## src/rtl/pc_sequencer_pkg.sv

```systemverilog
// Shared constants and state encoding for the program-counter sequencer.
package pc_sequencer_pkg;
    localparam int DEF_AW = 10;
    localparam int DEF_NWORDS = 16;
    localparam logic [DEF_AW-1:0] DEF_RESET_PC = 10'h000;
    localparam logic [DEF_AW-1:0] DEF_IRQ_VEC = 10'h001;

    typedef enum logic [1:0] {
        ST_RUN   = 2'd0,
        ST_HALT  = 2'd1,
        ST_FAULT = 2'd2
    } state_t;
endpackage

```

## src/rtl/pc_sequencer_stack_depth_tracker.sv

```systemverilog
// Shadow occupancy counter for the external return stack; qualifies push/pop
// requests and flags the ones that would overflow or underflow.
module pc_sequencer_stack_depth_tracker #(
    parameter int NWORDS = 16
) (
    input  logic                     clk,
    input  logic                     rst_n,
    input  logic                     push_req,
    input  logic                     pop_req,
    output logic                     push_ok,
    output logic                     pop_ok,
    output logic                     overflow,
    output logic                     underflow,
    output logic [$clog2(NWORDS):0]  depth
);
    localparam int DW = $clog2(NWORDS) + 1;
    localparam logic [DW-1:0] FULL = DW'(NWORDS);

    logic full;
    logic empty;

    always_comb begin
        full      = (depth == FULL);
        empty     = (depth == '0);
        push_ok   = push_req && !full;
        overflow  = push_req && full;
        pop_ok    = pop_req && !empty;
        underflow = pop_req && empty;
    end

    // The top never requests push and pop together, so one increment or
    // decrement per cycle is enough.
    always_ff @(posedge clk or negedge rst_n) begin
        if (!rst_n) begin
            depth <= '0;
        end else if (push_ok) begin
            depth <= depth + 1'b1;
        end else if (pop_ok) begin
            depth <= depth - 1'b1;
        end
    end
endmodule

```

## src/rtl/pc_sequencer.sv

```systemverilog
// Next-PC selection, call/return strobes toward stack_module, interrupt entry
// as a forced call, and RUN/HALT/FAULT control for the 10-bit processor.
import pc_sequencer_pkg::*;

module pc_sequencer #(
    parameter int              AW       = DEF_AW,
    parameter int              NWORDS   = DEF_NWORDS,
    parameter logic [AW-1:0]   RESET_PC = DEF_RESET_PC,
    parameter logic [AW-1:0]   IRQ_VEC  = DEF_IRQ_VEC
) (
    input  logic                     clk,
    input  logic                     reset,
    input  logic                     run_en,
    input  logic                     jump,
    input  logic                     jal,
    input  logic                     ret,
    input  logic                     reti,
    input  logic                     halt,
    input  logic                     irq,
    input  logic [AW-1:0]            target,
    input  logic [AW-1:0]            stk_top,
    output logic [AW-1:0]            pc,
    output logic                     we_stack,
    output logic                     s_jalret,
    output logic [AW-1:0]            stk_wdata,
    output logic [$clog2(NWORDS):0]  depth,
    output logic                     irq_ack,
    output logic                     fault,
    output logic                     halted,
    output logic [1:0]               state_dbg
);
    state_t        state_q, state_d;
    logic [AW-1:0] pc_d;
    logic [AW-1:0] pc_inc;
    logic          irq_mask, irq_mask_d;
    logic          fault_d;
    logic          irq_ack_d;
    logic          active;
    logic          take_irq;
    logic          do_ret;
    logic          push_req, pop_req;
    logic          push_ok, pop_ok;
    logic          overflow, underflow;

    pc_sequencer_stack_depth_tracker #(.NWORDS(NWORDS)) u_depth (
        .clk       (clk),
        .rst_n     (reset),
        .push_req  (push_req),
        .pop_req   (pop_req),
        .push_ok   (push_ok),
        .pop_ok    (pop_ok),
        .overflow  (overflow),
        .underflow (underflow),
        .depth     (depth)
    );

    // Strobe decode: interrupt entry outranks return, return outranks call.
    always_comb begin
        pc_inc    = pc + 1'b1;
        active    = run_en && (state_q == ST_RUN);
        take_irq  = irq && !irq_mask;
        do_ret    = ret || reti;
        push_req  = active && (take_irq || (!do_ret && jal));
        pop_req   = active && !take_irq && do_ret;
        stk_wdata = take_irq ? pc : pc_inc;
        we_stack  = push_ok || pop_ok;
        s_jalret  = pop_ok;
        halted    = (state_q != ST_RUN);
        state_dbg = state_q;
    end

    always_comb begin
        state_d    = state_q;
        pc_d       = pc;
        irq_mask_d = irq_mask;
        fault_d    = fault;
        irq_ack_d  = 1'b0;
        case (state_q)
            ST_RUN: begin
                if (run_en) begin
                    if (overflow || underflow) begin
                        state_d = ST_FAULT;
                        fault_d = 1'b1;
                    end else if (take_irq) begin
                        pc_d       = IRQ_VEC;
                        irq_mask_d = 1'b1;
                        irq_ack_d  = 1'b1;
                    end else if (do_ret) begin
                        pc_d = stk_top;
                        if (reti) irq_mask_d = 1'b0;
                    end else if (jal || jump) begin
                        pc_d = target;
                    end else if (halt) begin
                        state_d = ST_HALT;
                    end else begin
                        pc_d = pc_inc;
                    end
                end
            end
            ST_HALT: begin
                // Wake only; the interrupt itself is taken on the next RUN cycle.
                if (run_en && take_irq) state_d = ST_RUN;
            end
            default: begin
                state_d = ST_FAULT;
            end
        endcase
    end

    always_ff @(posedge clk or negedge reset) begin
        if (!reset) begin
            state_q  <= ST_RUN;
            pc       <= RESET_PC;
            irq_mask <= 1'b0;
            fault    <= 1'b0;
            irq_ack  <= 1'b0;
        end else begin
            state_q  <= state_d;
            pc       <= pc_d;
            irq_mask <= irq_mask_d;
            fault    <= fault_d;
            irq_ack  <= irq_ack_d;
        end
    end
endmodule

```

## config.mk

```make
export PLATFORM = sky130hd
export DESIGN_NAME = pc_sequencer
export DESIGN_NICKNAME = d
export VERILOG_FILES = /design/src/rtl/pc_sequencer_pkg.sv /design/src/rtl/pc_sequencer_stack_depth_tracker.sv /design/src/rtl/pc_sequencer.sv
export SDC_FILE = /design/constraint.sdc
export NUM_CORES = 1
export LEC_CHECK = 0
export CAP_MARGIN = 20
export CORE_MARGIN = 3
export CORE_UTILIZATION = 44
export CTS_CLUSTER_DIAMETER = 50
export CTS_CLUSTER_SIZE = 40
export DETAILED_ROUTE_END_ITERATION = 7
export GPL_ROUTABILITY_DRIVEN = 0
export PLACE_DENSITY = 0.8
export SKIP_LAST_GASP = 1
export SYNTH_ARGS = -nofsm -noshare
export SYNTH_HDL_FRONTEND = slang
export SYNTH_SLANG_ARGS = --single-unit
```

## constraint.sdc

```tcl
create_clock -name clk -period 2.9 [get_ports clk]
set_input_delay 0.725 -clock clk [delete_from_list [all_inputs] [get_ports clk]]
set_output_delay 0.725 -clock clk [all_outputs]
set_load 0.005 [all_outputs]
```

# Word level (Yosys, flattened, before mapping)
# Index checks and enable logic that the tools add are counted.
[word_totals] regBits=20 wordCells=72
[op_classes] addsub=3 eq_ne=9 n_mux=22 n_bitwise=1 n_reduce_logical=31
[op_table] op="10-bit two-way mux" n=5
[op_table] op="2-bit two-way mux" n=7
[op_table] op="1-bit logical AND" n=11
[op_table] op="10-bit by 1-bit adder with 10-bit output, second input constant" n=1
[op_table] op="5-bit two-way mux" n=2
[op_table] op="3-bit by 2-bit != test with 1-bit output, second input constant" n=3
[op_table] op="2-bit nonzero test" n=4
[op_table] op="1-bit two-way mux" n=7
[op_table] op="6-bit AND reduction" n=1
[op_table] op="5-bit by 1-bit adder with 5-bit output, second input constant" n=1
[op_table] op="5-bit == test, second input constant" n=1
[op_table] op="1-bit logical NOT" n=5
[op_table] op="5-bit logical NOT" n=1
[op_table] op="1-bit logical OR" n=5
[op_table] op="5-bit AND reduction" n=1
[op_table] op="5-bit by 1-bit subtractor with 5-bit output, second input constant" n=1
[op_table] op="2-bit != test, second input constant" n=2
[op_table] op="4-bit by 1-bit != test with 1-bit output, second input constant" n=1
[op_table] op="2-bit case mux with 2 select lines" n=1
[op_table] op="4-bit AND reduction" n=1
[op_table] op="3-bit != test, second input constant" n=1
[op_table] op="3-bit AND reduction" n=1
[op_table] op="2-bit by 1-bit == test with 1-bit output, second input constant" n=1
[op_table] op="2-bit logical NOT" n=1
[op_table] op="1-bit NOT" n=1

# Depth between registers and ports, before layout
# Gate-level depths: netlist (run 1).
[logic_depth] depth_word=10 mapped_depth=9 ltp_nobuf=9

# Hierarchy
# A second synthesis (run 1) with hierarchy kept.
[unflattened] hier_cells=183 area_unflattened_um2=1560.2
[by_module_without_submodules] module="pc_sequencer" instances=1 cells_each=130 area_per_inst_um2=1117.3 seq_area_each_um2=375.4
[by_module_without_submodules] module="pc_sequencer_stack_depth_tracker" instances=1 cells_each=53 area_per_inst_um2=442.9 seq_area_each_um2=125.1

# Worst setup path before layout (run 1)
# No wires, ideal clock.
[synth_timing] path_type="input-to-reg" from="input reti" to="register u_depth.depth[4]" arrival_ps=2648 required_ps=2761 slack_ps=113 cell_stages=8 path_buffers=0 path_cell_list="or3b_2 -> a221o_1 -> ha_1 -> nor2b_1 -> o21ai_0 -> a21oi_1 -> a311oi_1 -> a21oi_1"
[synth_between] elab_chain_len=7 elab_cells_between_ends=10 cone_classes="1 x mux; 9 x reduce/logical"
[synth_lines] item="start, declared" line_no="pc_sequencer.sv:17" text="input logic reti,"
[synth_lines] item="1-bit logical OR *" line_no="pc_sequencer.sv:62" text="do_ret = ret || reti;"
[synth_lines] item="1-bit logical NOT" line_no="pc_sequencer.sv:63" text="push_req = active && (take_irq || (!do_ret && jal));"
[synth_lines] item="1-bit logical AND" line_no="pc_sequencer.sv:63"
[synth_lines] item="1-bit logical OR" line_no="pc_sequencer.sv:63"
[synth_lines] item="1-bit logical AND" line_no="pc_sequencer.sv:63"
[synth_lines] item="1-bit logical AND" line_no="pc_sequencer_stack_depth_tracker.sv:25" text="push_ok = push_req && !full;"
[synth_lines] item="5-bit two-way mux or 2-bit nonzero test (tied branches)"
[synth_lines] item="end signal, assigned" line_no="pc_sequencer_stack_depth_tracker.sv:37" text="depth <= depth + 1'b1;"
[synth_lines] item="end signal, assigned" line_no="pc_sequencer_stack_depth_tracker.sv:39" text="depth <= depth - 1'b1;"
[synth_lines] item="end, declared" line_no="pc_sequencer_stack_depth_tracker.sv:14" text="output logic [$clog2(NWORDS):0] depth"
# Mark *: on every way between the ends. The rest lies on a longest branch, timed or not.
# A chain may end at the register's enable or synchronous reset.

# Final worst setup path (run 1)
[layout_timing] from="input run_en" to="output we_stack"
[layout_between] elab_chain_len=5 elab_cells_between_ends=7 cone_classes="7 x reduce/logical"
[layout_lines] item="start, declared" line_no="pc_sequencer.sv:13" text="input logic run_en,"
[layout_lines] item="1-bit logical AND *" line_no="pc_sequencer.sv:60" text="active = run_en && (state_q == ST_RUN);"
[layout_lines] item="1-bit logical AND (2 in a row)" line_no="pc_sequencer.sv:64" text="pop_req = active && !take_irq && do_ret;"
[layout_lines] item="1-bit logical AND" line_no="pc_sequencer_stack_depth_tracker.sv:27" text="pop_ok = pop_req && !empty;"
[layout_lines] item="1-bit logical OR *" line_no="pc_sequencer.sv:66" text="we_stack = push_ok || pop_ok;"
[layout_lines] item="end, declared" line_no="pc_sequencer.sv:23" text="output logic we_stack,"
# Marks and branches as above.

==> flow_summary.toml, run 1 <==
[placed_design]
hpwl_um = 3542
dp_slack_ps = -448.9
io_buffers = 60
postPlaceCellArea_sq_um = 2434

[synthesis]
synth_cell_types = 44
yosys.area.top_type = "dfrtp_1"
synth_cells = 183
synth_ff_type = "dfrtp_1"
synth_top_area_share_pct = 31.57
synth.top_cells.by_area = "dfrtp_1 (32%), xnor2_1 (6.6%), nand2_1 (5.0%), ha_1 (3.9%), a21oi_1 (3.5%)"
ys_ff_latch = 20
synth_commonest_cells = "nand2_1 (21), dfrtp_1 (20), nor2_1 (14)"
synth_edf_count = 0
async_flop_share_pct = 100.0
yosysWarningCount = 0
synthMostInstantiatedCell = "nand2_1"
yosysSeqAreaShare_pct = 31.57
syn_nets = 218
syn_area_sq_um = 1585
avgSynthCellArea_sq_um = 8.663

[power]
leakagePower_nw = 1.166
p_total_mw = 2.399
power.density_nw_per_um2 = 903.9
peakVddDrop_mv = 0.5024

[finish]
area_growth_pct = 67.40
num-nets-final = 312
antenna_cells = 0
fin_area_sq_um = 2654
n_fill_cell = 246
drive_gt1_share_pct = 28.62
fin_util_pct = 77.69

[global_routing]
grtUsageTotal_pct = 22.34
grt-ovfl-total = 0
grt_pass1_vias = 1619
antenna_found_initial = 0
grt_max_degree = 21
grt_pass1_wl_um = 7569

[clock_network]
clk_path_buf_depth = 2
cts_tree = "built"
insertion_delay_ps = 310
postCtsHoldBufs = 0
cts.sinks = 20
cts.clk_slew.worst_paths_ps = 120
clock_tree.root_cell = "clkbuf_4"
cts_buffers = 3
htreeDepth = 1

[timing]
fin_setup_tns_ps = 0
slew_violations = 0
hold_viol = 0
final.min_clock_period_ps = 2853
fin_ws_ps = 46.55
setup_viol = 0
clock_skew_ps = 2.838
finalCritPeriodShare_pct = 98.39
max_freq_mhz = 350.5
tightest_slew_ps = 400.7
max-slew-margin-rel_pct = 73.29

[routing]
vias_per_cell = 5.509
avgRoutedWirePerCell_um = 15.67
ant_nets = 0
drc = 0
wl_um = 5047
dr.pass1.iters = 4
dr_total_vias = 1774
drt-initial-drc-count = 150

[setup_path]
crit_path_max_fanout = 4
required_ps = 2170
path_class = "input pin to primary output"
worstPathArrival_ps = 2130
start_kind = "input pin"
crit_start = "run_en"
r2r_start = "state_dbg[0]"
endpoint_kind = "primary output"

[floorplanning]
num_rows = 21
io_pins = 61
start_util_pct = 46.41
chipWidth_um = 66.03
die_h_um = 66.03
dieArea_sq_um = 4359
coreArea_sq_um = 3416

[worst_hold_path]
hold_path_class = "flop to flop"
hp-start = "fault"

[status]
status = "finished, final reports clean"

[job]
drv_cap = 0
==> cells in the final DEF, fill, tap and decap left out, types with 3 or more instances in the layout <==
| master | n |
|---|---|
| clkbuf_4 | 3 |
| dlymetal6s2s_1 | 4 |
| nor2_1 | 13 |
| nor3_1 | 3 |
| buf_4 | 36 |
| clkdlybuf4s50_1 | 51 |
| nand3_1 | 6 |
| a21oi_2 | 3 |
| or2_2 | 3 |
| a211oi_1 | 5 |
| inv_1 | 7 |
| o21ai_0 | 8 |
| dfrtp_1 | 19 |
| dlygate4sd2_1 | 4 |
| ha_4 | 3 |
| nand2_1 | 21 |
| a21oi_1 | 9 |
| mux2i_1 | 3 |
| xnor2_1 | 12 |
| nor4_1 | 3 |
| xor2_1 | 4 |
| mux2_4 | 3 |
| a31oi_1 | 3 |
==> kinds of logic (layout without fill, tap and decap cells) <==
kind of cell	count (synthesis)	in the layout	synth area share, %
XOR/XNOR	16	16	8.840
buffers and inverters	16	109	4.341
multiplexers	8	8	6.156
flip-flops	20	20	31.57
AND/OR/NAND/NOR	67	67	21.00
adder cells (fa/ha/maj)	6	6	5.209
AO/OA/AOI/OAI	50	50	22.89
==> cell type report <==
| class | instances | area (sq um) | share of cell area (%) |
|---|---|---|---|
| Multi-Input combinational cell | 147 | 1134 | 42.72 |
| Timing Repair Buffer | 98 | 898.4 | 33.85 |
| Sequential cell | 20 | 501.7 | 18.91 |
| Tap cell | 46 | 57.56 | 2.169 |
| Clock buffer | 4 | 36.28 | 1.367 |
| Inverter | 7 | 26.28 | 0.9901 |
==> routing by layer <==
layer,share of wire [%],GRT usage [%]
met5,0,0
met4,1.8,7.868
met3,5.3,1.871
met2,47,34.92
met1,45,32.14
==> through the flow <==
stage / std cells / hold WS (ps)
after floorplan: 183 / 429.4
after global placement: 311 / 456.8
after detailed placement: 311 / 448.8
after CTS: 320 / 487.2
after global routing: 322 / 513.4
final: 322 / 484.3
==> sequential cells by signal, indices dropped and copies added (netlist names) <==
name           cells
irq_mask           1
state_dbg          2
fault              1
u_depth.depth      5
irq_ack            1
pc                10
==> critical path, cell delays in order <==
cell             delay [ps]
clkdlybuf4s50_1         490
or3b_4                  430
a211oi_4                250
clkdlybuf4s15_1         240
==> report_power, final <==
group | total, mW | switching (mW) | internal, mW
Combinational | 1.61 | 0.631 | 0.979
Clock | 0.172 | 0.0953 | 0.0767
Sequential | 0.616 | 0.210 | 0.406
==> path summary, 6_finish.rpt <==
check / end / slack, ps / depth (start not counted)
max: we_stack / 50 / 4
min: fault / 480 / 1
max reg2reg: u_depth.depth[3] / 510 / 8
min reg2reg: fault / 480 / 1
max in group asynchronous: pc[0] / 1930 / 2
min in group asynchronous: pc[1] / 740 / 2
==> what timing repair did <==
| item | CTS | global route |
|---|---|---|
| endpoints found under the setup margin | 13 | 7 |
| gates resized for setup | 17 | 21 |
| setup buffers | 5 | 2 |
| pin swaps | 3 | 5 |
No activity file was read; power rests on OpenSTA's default activity.
==> inputs of run 2 (changes only) <==
Settings changed: CTS_BUF_LIST from default to sky130_fd_sc_hd__clkbuf_16.
==> flow_summary.toml, run 2 (synthesized netlist as in run 1, its figures left out) <==
[status]
status = "finished, final reports clean"

[floorplanning]
num_rows = 21
start_util_pct = 46.41
dieArea_sq_um = 4359
io_pins = 61
die_h_um = 66.03
coreArea_sq_um = 3416
chipWidth_um = 66.03

[setup_path]
crit_path_cell_trace = "ha_1 -> nand3_2 -> nor3_2 -> nand2_1 -> xnor2_1 -> clkdlybuf4s50_1"
crit_path_max_fanout = 7
path_class = "flop to primary output"
start_kind = "flop"
worstPathArrival_ps = 2100
endpoint_kind = "primary output"
slowest_stage = "clkdlybuf4s50_1"
crit_path_max_incr_delay_ps = 520
required_ps = 2170

[timing]
grt_setup_unrepaired = "true"
finalCritPeriodShare_pct = 97.31
fin_ws_ps = 78.02
hold_slack_ps = 468.8
clock_skew_ps = 3.821
max_freq_mhz = 354.4
tightest_slew_ps = 401.5
slew_violations = 0
hold_viol = 0
max-slew-margin-rel_pct = 73.23
setup_viol = 0
final.min_clock_period_ps = 2822

[routing]
ant_nets = 0
wl_um = 5013
drc = 0
drt-initial-drc-count = 116
avgRoutedWirePerCell_um = 15.62
dr.pass1.iters = 4
dr_total_vias = 1750
vias_per_cell = 5.452

[placed_design]
hpwl_um = 3542
io_buffers = 60
dp.cells = 311
dp_slack_ps = -448.9

[power]
combPwrFrac_pct = 63.3
power.density_nw_per_um2 = 932.0
swShare_pct = 37.52
power.internal_mw = 1.545
p_total_mw = 2.473
pwr-share-clk_pct = 11.6
peakVddDrop_mv = 0.5274
leakagePower_nw = 1.159
seq_power_share_pct = 25.1
power_switching_mw = 0.9279

[finish]
layout_common_cells = "clkdlybuf4s50_1 (52), buf_4 (36), nand2_1 (21)"
regArea_sq_um = 503.0
fin_util_pct = 77.69
area_growth_pct = 67.40
stdcell_count = 321
drive_gt1_share_pct = 28.00
num-nets-final = 311
multiInputGateArea_sq_um = 1105
largest-register = "pc"
antenna_cells = 0
final_common_cell = "clkdlybuf4s50_1"
n_fill_cell = 244
largest_reg_flops = 10

[global_routing]
grt_max_degree = 21
grtUsageTotal_pct = 22.48
antenna_found_initial = 0
grt_pass1_vias = 1623
grt-ovfl-total = 0
grt_pass1_wl_um = 7700

[clock_network]
cts_buffers = 3
cts.clk_slew.worst_paths_ps = 60
cts_tree = "built"
clk_path_buf_depth = 2
htreeDepth = 1
insertion_delay_ps = 250
clock_tree.root_cell = "clkbuf_16"
cts.sinks = 20

[job]
drv_cap = 0

[worst_hold_path]
hold_path_class = "flop to flop"
run 2: cell types whose count changed in the layout (fill, tap and decap cells not counted), moves of 2 or more:
cell,previous run,this run
ha_1,2,4
clkbuf_16,0,3
ha_4,3,1
clkbuf_4,3,0
run 2: final cells by class:
type,count,area share (%)
Inverter,7,0.9901
Tap cell,46,2.169
Timing Repair Buffer,97,33.29
Clock inverter,1,0.1414
Clock buffer,3,2.829
Sequential cell,20,18.95
Multi-Input combinational cell,147,41.63
run 2: routing by layer:
metal	GRT usage, %	vias to the layer above	wire, um	share of wire (%)
met3	2.381	6	298	5.9
met4	5.584	0	58	1.2
met2	35.42	65	2410	48
met5	0	-	0	0
li1	-	845	-	-
met1	32.77	834	2245	45
run 2: per-stage QoR:
step | TNS [ps] | area (sq um)
final | 0 | 2654
after global placement | -2253 | 2434
after floorplan | 0 | 1585
after global routing | -57.65 | 2654
after CTS | -145.5 | 2584
after detailed placement | -2524 | 2434
run 2: worst paths after layout:
| check | startpoint | to | slack, ps | cells after the start |
|---|---|---|---|---|
| max in group asynchronous | reset | pc[0] | 1850 | 2 |
| hold reg to reg | fault | fault | 470 | 1 |
| hold / removal | fault | fault | 470 | 1 |
| min in group asynchronous | reset | pc[1] | 810 | 2 |
| setup reg to reg | u_depth.depth[0] | u_depth.depth[4] | 380 | 11 |
| setup / recovery | pc[0] | stk_wdata[8] | 80 | 6 |
run 2: power groups by stage:
stage               registers (mW)  clock network, mW  logic [mW]
finish                       0.621              0.287        1.57
global route                 0.650              0.304        1.70
CTS                          0.602              0.293        1.49
detailed placement           0.597                  0        1.42
global placement             0.594                  0        1.39
floorplan                    0.559                  0       0.694
run 2: timing repair:
| item | 4_1_cts | 5_1_grt |
|---|---|---|
| hold buffers | 0 | 0 |
| pin swaps | 7 | 9 |
| gates resized for setup | 18 | 15 |
| setup endpoints to repair | 14 | 8 |
| buffers inserted | 4 | 2 |
run 2: critical path, delay by kind of cell (launching register included):
family | cells | cell delay, ps
adders and majority gates | 1 | 260
DFF | 1 | 430
and+or+nand+nor | 3 | 490
xor gates and xnor gates | 1 | 140
buffers and inverters | 1 | 520
==> variant 1: new RTL, flow settings as in run 1 <==
Reset style: synchronous (`reset` and `rst_n`), changed in 2 clocked blocks.
--- a/src/rtl/pc_sequencer_stack_depth_tracker.sv
+++ b/src/rtl/pc_sequencer_stack_depth_tracker.sv
@@ -30,7 +30,7 @@
 
     // The top never requests push and pop together, so one increment or
     // decrement per cycle is enough.
-    always_ff @(posedge clk or negedge rst_n) begin
+    always_ff @(posedge clk) begin
         if (!rst_n) begin
             depth <= '0;
         end else if (push_ok) begin
--- a/src/rtl/pc_sequencer.sv
+++ b/src/rtl/pc_sequencer.sv
@@ -107,7 +107,7 @@
         endcase
     end
 
-    always_ff @(posedge clk or negedge reset) begin
+    always_ff @(posedge clk) begin
         if (!reset) begin
             state_q  <= ST_RUN;
             pc       <= RESET_PC;
Formal check against the unedited RTL: differs if reset is asserted again (counterexample within 4 cycles, from zero or initial values and one cycle with reset low); with reset held inactive, the same outputs for 10 cycles.
==> variant 1 against run 1 <==
- sequential cell count did not move
- hold slack improved by 0.022 ns
- fmax fell by 0.15%
- utilization fell by 1.7 points
- power fell by 39%
- global-route usage rose by 1.3 points
- setup slack got worse by 0.0043 ns
- first-iteration DRC count fell by 11%
- non-clock buffer count fell by 9
- critical endpoint is now stk_wdata[3]
- largest power group unchanged
- final area fell by 9.0%
- area after synthesis fell by 4.0%
- wire length fell by 2.5%
==> variant 1: results (changes against run 1) <==
[status]
status = complete, no violations

[synth]
synth_commonest_cells = dfxtp_1, nor2_1, nand3_1
synthTopCellsByArea = dfxtp_1, xnor2_1, nand3_1
ys_seq_area_frac = 0.263  ; -0.0525
synth_cell_types = 47  ; +6.8%
syn_nets = 227  ; +4.1%
synthArstFlopShare = 0  ; -1.00

[sta]
timing.hold.ws_ns = 0.506  ; +0.0220 ns
relSlewSlack = 0.679  ; -0.0537
layout_setup_ws_ns = 0.0422  ; -0.00431 ns
skew_ns = 0.0118  ; +0.00900 ns

[power_and_ir_drop]
p_leak_nw = 0.974  ; -16%
switching_share = 0.395  ; +0.00412
ir_worst_vdd_mv = 0.574  ; +14%
power_density_mw_per_mm2 = 601  ; -33%

[placement]
dp_hpwl_um = 3620  ; +2.2%
dp_slack_ns = -0.336  ; +0.112 ns
port_buffers = 60  ; unchanged
place_area_mm2 = 0.00230  ; -5.3%

[layout]
antennaDiodeCount = 0  ; unchanged
largest_register_ffs = 10  ; unchanged
drive_gt1_frac = 0.194  ; -0.0921
nNetsFinal = 309  ; -0.96%
regMostFlops = pc
fillers = 250  ; +1.6%

[global_routing]
grt_pass1_vias = 1656  ; +2.3%
grt_pass1_wl_um = 8030  ; +6.1%
grt_max_degree = 14  ; -33%
grt_antenna_before_repair = 0  ; unchanged
grt_util_all_layers = 0.237  ; +0.0133

[min_path]
holdPathStages = 1  ; unchanged

[worst_setup_path]
worstPathArrival_ns = 2.13  ; about the same
crit_fanout = 4  ; unchanged
rrSetupSlack_ns = 0.41  ; -0.10 ns
reg2reg_depth = 8  ; unchanged

[cts]
path_clk_slew_ns = 0.12  ; about the same
cts.htree.levels = 1  ; unchanged
cts-resized-gates = 16  ; -1
cts_buffer_depth = 2  ; unchanged
postCtsSetupRepairBufs = 3  ; -2

[route]
vias = 1833  ; +3.3%
drt_iter0_drc = 134  ; -11%
wirelength_um = 4920  ; -2.5%

-- variant 1: layout make-up --
cell class | instances | area, µm² | area share
inverters | 3 | 11.3 | 0.00466
multi-input cells | 158 | 1110 | 0.458
flip-flops and latches | 20 | 402 | 0.166
clock buffers | 3 | 22.5 | 0.00932
well taps | 44 | 55.1 | 0.0228
repair buffers | 89 | 818 | 0.339
-- variant 1: logic make-up after synthesis --
group           after synthesis  share of synthesized area
simple gates                 81                      0.294
xor+xnor                     16                     0.0921
fa+ha+maj                     5                     0.0461
mux                           2                     0.0132
buf+inv                      15                     0.0477
compound gates               54                      0.243
flops                        20                      0.263
-- variant 1: path summary, 6_finish.rpt --
| path | to | startpoint |
|---|---|---|
| worst max register to register | u_depth.depth[4] | u_depth.depth[0] |
| worst min register to register | fault | fault |
| worst max-delay path | stk_wdata[3] | irq |
| worst min-delay path | fault | fault |
-- variant 1: critical path: stages --
cell and delay (ns):
dlygate4sd2_1 0.26, nand2b_1 0.17, nand2b_2 0.14, buf_4 0.16, xnor2_1 0.14, clkdlybuf4s50_1 0.53
-- variant 1: through the flow --
stage	instances	utilization	power (mW)
floorplan	193	-	0.892
global placement	310	0.725	1.27
detailed placement	310	0.725	1.29
CTS	316	0.748	1.43
global route	317	0.760	1.57
finish	317	0.760	1.45
-- variant 1: layer usage --
layer,GRT usage,up-vias,part of all wire
met2,0.381,80,0.49
met1,0.330,859,0.43
li1,-,887,-
met3,0.0381,7,0.067
met4,0.0528,0,0.011
met5,0,-,0
-- variant 1: power groups by stage --
stage	combinational [mW]	sequential (mW)	clock, mW
after floorplan	0.465	0.428	0
after global placement	0.826	0.445	0
after detailed placement	0.838	0.450	0
after CTS	0.850	0.447	0.136
after global routing	0.951	0.466	0.151
final	0.869	0.450	0.135
==> variant 2: new RTL, config.mk and constraints of run 1 <==
Made on the original files. Change the package constant `DEF_NWORDS` from 16 to 32.
--- a/src/rtl/pc_sequencer_pkg.sv
+++ b/src/rtl/pc_sequencer_pkg.sv
@@ -1,7 +1,7 @@
 // Shared constants and state encoding for the program-counter sequencer.
 package pc_sequencer_pkg;
     localparam int DEF_AW = 10;
-    localparam int DEF_NWORDS = 16;
+    localparam int DEF_NWORDS = 32;
     localparam logic [DEF_AW-1:0] DEF_RESET_PC = 10'h000;
     localparam logic [DEF_AW-1:0] DEF_IRQ_VEC = 10'h001;
 
Interface: changed (resized depth); port bits go from 61 to 62. No check against the original RTL was run, so the function may have changed too.
==> variant 2 against run 1 <==
- setup slack worse by 0.081 ns
- wire length up 5.4%
- highest routed layer unchanged
- fmax fell by 2.8%
- utilization decreased by 1.4 points
- synthesized cell count is 8.2% higher
- the flow now finishes with violations (negative setup slack)
- critical endpoint is now u_depth.depth[5]
- final area shrank 0.99%
- largest cell class unchanged
- area after synthesis is 2.7% higher
- sequential cell count rose by 1
- power up 2.6%
==> variant 2: results (changes against run 1) <==
[status]
status = complete, but fails checks
violations = negative setup slack

[power_and_ir_drop]
switching_share = 0.394  ; +0.00334
ir_worst_vdd_mv = 0.542  ; +8.0%
seqPwrFrac = 0.261  ; +0.004
p_clk_mw = 0.204  ; +19%
p_leak_nw = 1.16  ; -0.30%
power_switching_mw = 0.970  ; +3.5%

[sta]
fin_tns_setup_ns = -0.0344  ; -0.0344 ns
layout_setup_ws_ns = -0.0344  ; -0.0810 ns
timing.hold.ws_ns = 0.496  ; +0.0115 ns
relSlewSlack = 0.703  ; -0.0296
skew_ns = 0.00386  ; +0.00102 ns
finalSetupViolations = 1  ; +1

[global_routing]
grtUsageMet2 = 0.407  ; +0.0580
grt_util_all_layers = 0.252  ; +0.0291
grt_pass1_wl_um = 8530  ; +13%
grt_pass1_vias = 1805  ; +11%
grt_max_degree = 22  ; +4.8%
grt_use_met1 = 0.347  ; +0.0259

[cts]
path_clk_slew_ns = 0.08  ; -0.04 ns
root_buffer = clkbuf_8
cts_buffer_depth = 2  ; unchanged
clock_latency_ns = 0.27  ; -0.04 ns

[worst_setup_path]
crit_family = compound AO/OA/AOI/OAI gates
crit_fanout = 3  ; -1
timing.rr.end = u_depth.depth[5]
slowest_delay_ns = 0.51  ; +0.02 ns
rr_startpoint = state_dbg[0]
worstPathArrival_ns = 3.13  ; +1.00 ns
reg2reg_depth = 10  ; +2
path_class = primary input to flip-flop

[placement]
dp_cells = 326  ; +4.8%
dp_hpwl_um = 3870  ; +9.3%
place_area_mm2 = 0.00250  ; +2.6%
port_buffers = 61  ; +1.7%
dp_slack_ns = -0.475  ; -0.0265 ns

[route]
wl_met1_um = 2340  ; +2.2%
routed-wl-met3_um = 248  ; -6.8%
vias = 1856  ; +4.6%
routed_via_density = 5.59  ; +1.5%
wl_met2_um = 2640  ; +10%
wire_per_inst_um = 16.0  ; +2.2%

[synth]
synthAdderAreaFrac = 0.0507  ; -0.00136
muxShareOfSynthArea = 0.0400  ; -0.0216
synth_top_family_by_area = compound AO/OA/AOI/OAI gates
ys_seq_area_frac = 0.323  ; +0.00712
synth-xor-area-share = 0.0861  ; -0.00231
synthTopCellsByArea = dfrtp_1, o21ai_0, nand2_1
syn_inst = 198  ; +8.2%
synth_compound_area_frac = 0.236  ; +0.00709
synth_commonest_cells = nand2_1, dfrtp_1, nor2_1
synth_cell_types = 45  ; +2.3%

[layout]
nNetsFinal = 322  ; +3.2%
fillers = 256  ; +4.1%

[variant 2: changes by cell type in the layout (fill, tap and decap cells not counted), moves of 3 or more]
cell,run 1,this run
and3_1,0,3
a31o_2,0,3
mux2_4,3,0
o21ai_0,8,15
clkbuf_4,3,0
nor2_1,13,19
xnor2_1,12,7
a21oi_1,9,12
inv_1,7,4
xor2_1,4,9
o31ai_1,0,3
[variant 2: cell type report]
class | instances | area, µm² | area share
timing repair buffer | 96 | 871 | 0.331
tap | 46 | 57.6 | 0.0219
inverter | 4 | 15.0 | 0.00571
sequential | 21 | 529 | 0.201
clock buffer | 4 | 45.0 | 0.0171
multi-input combinational | 161 | 1110 | 0.422
[variant 2: repair_timing]
item                                    CTS  global route
pin swaps                                 2             6
endpoints found under the hold margin     0             0
hold buffers                              0             0
resized for setup                        21            10
endpoints found under the setup margin   14             7
buffers inserted                          1             1
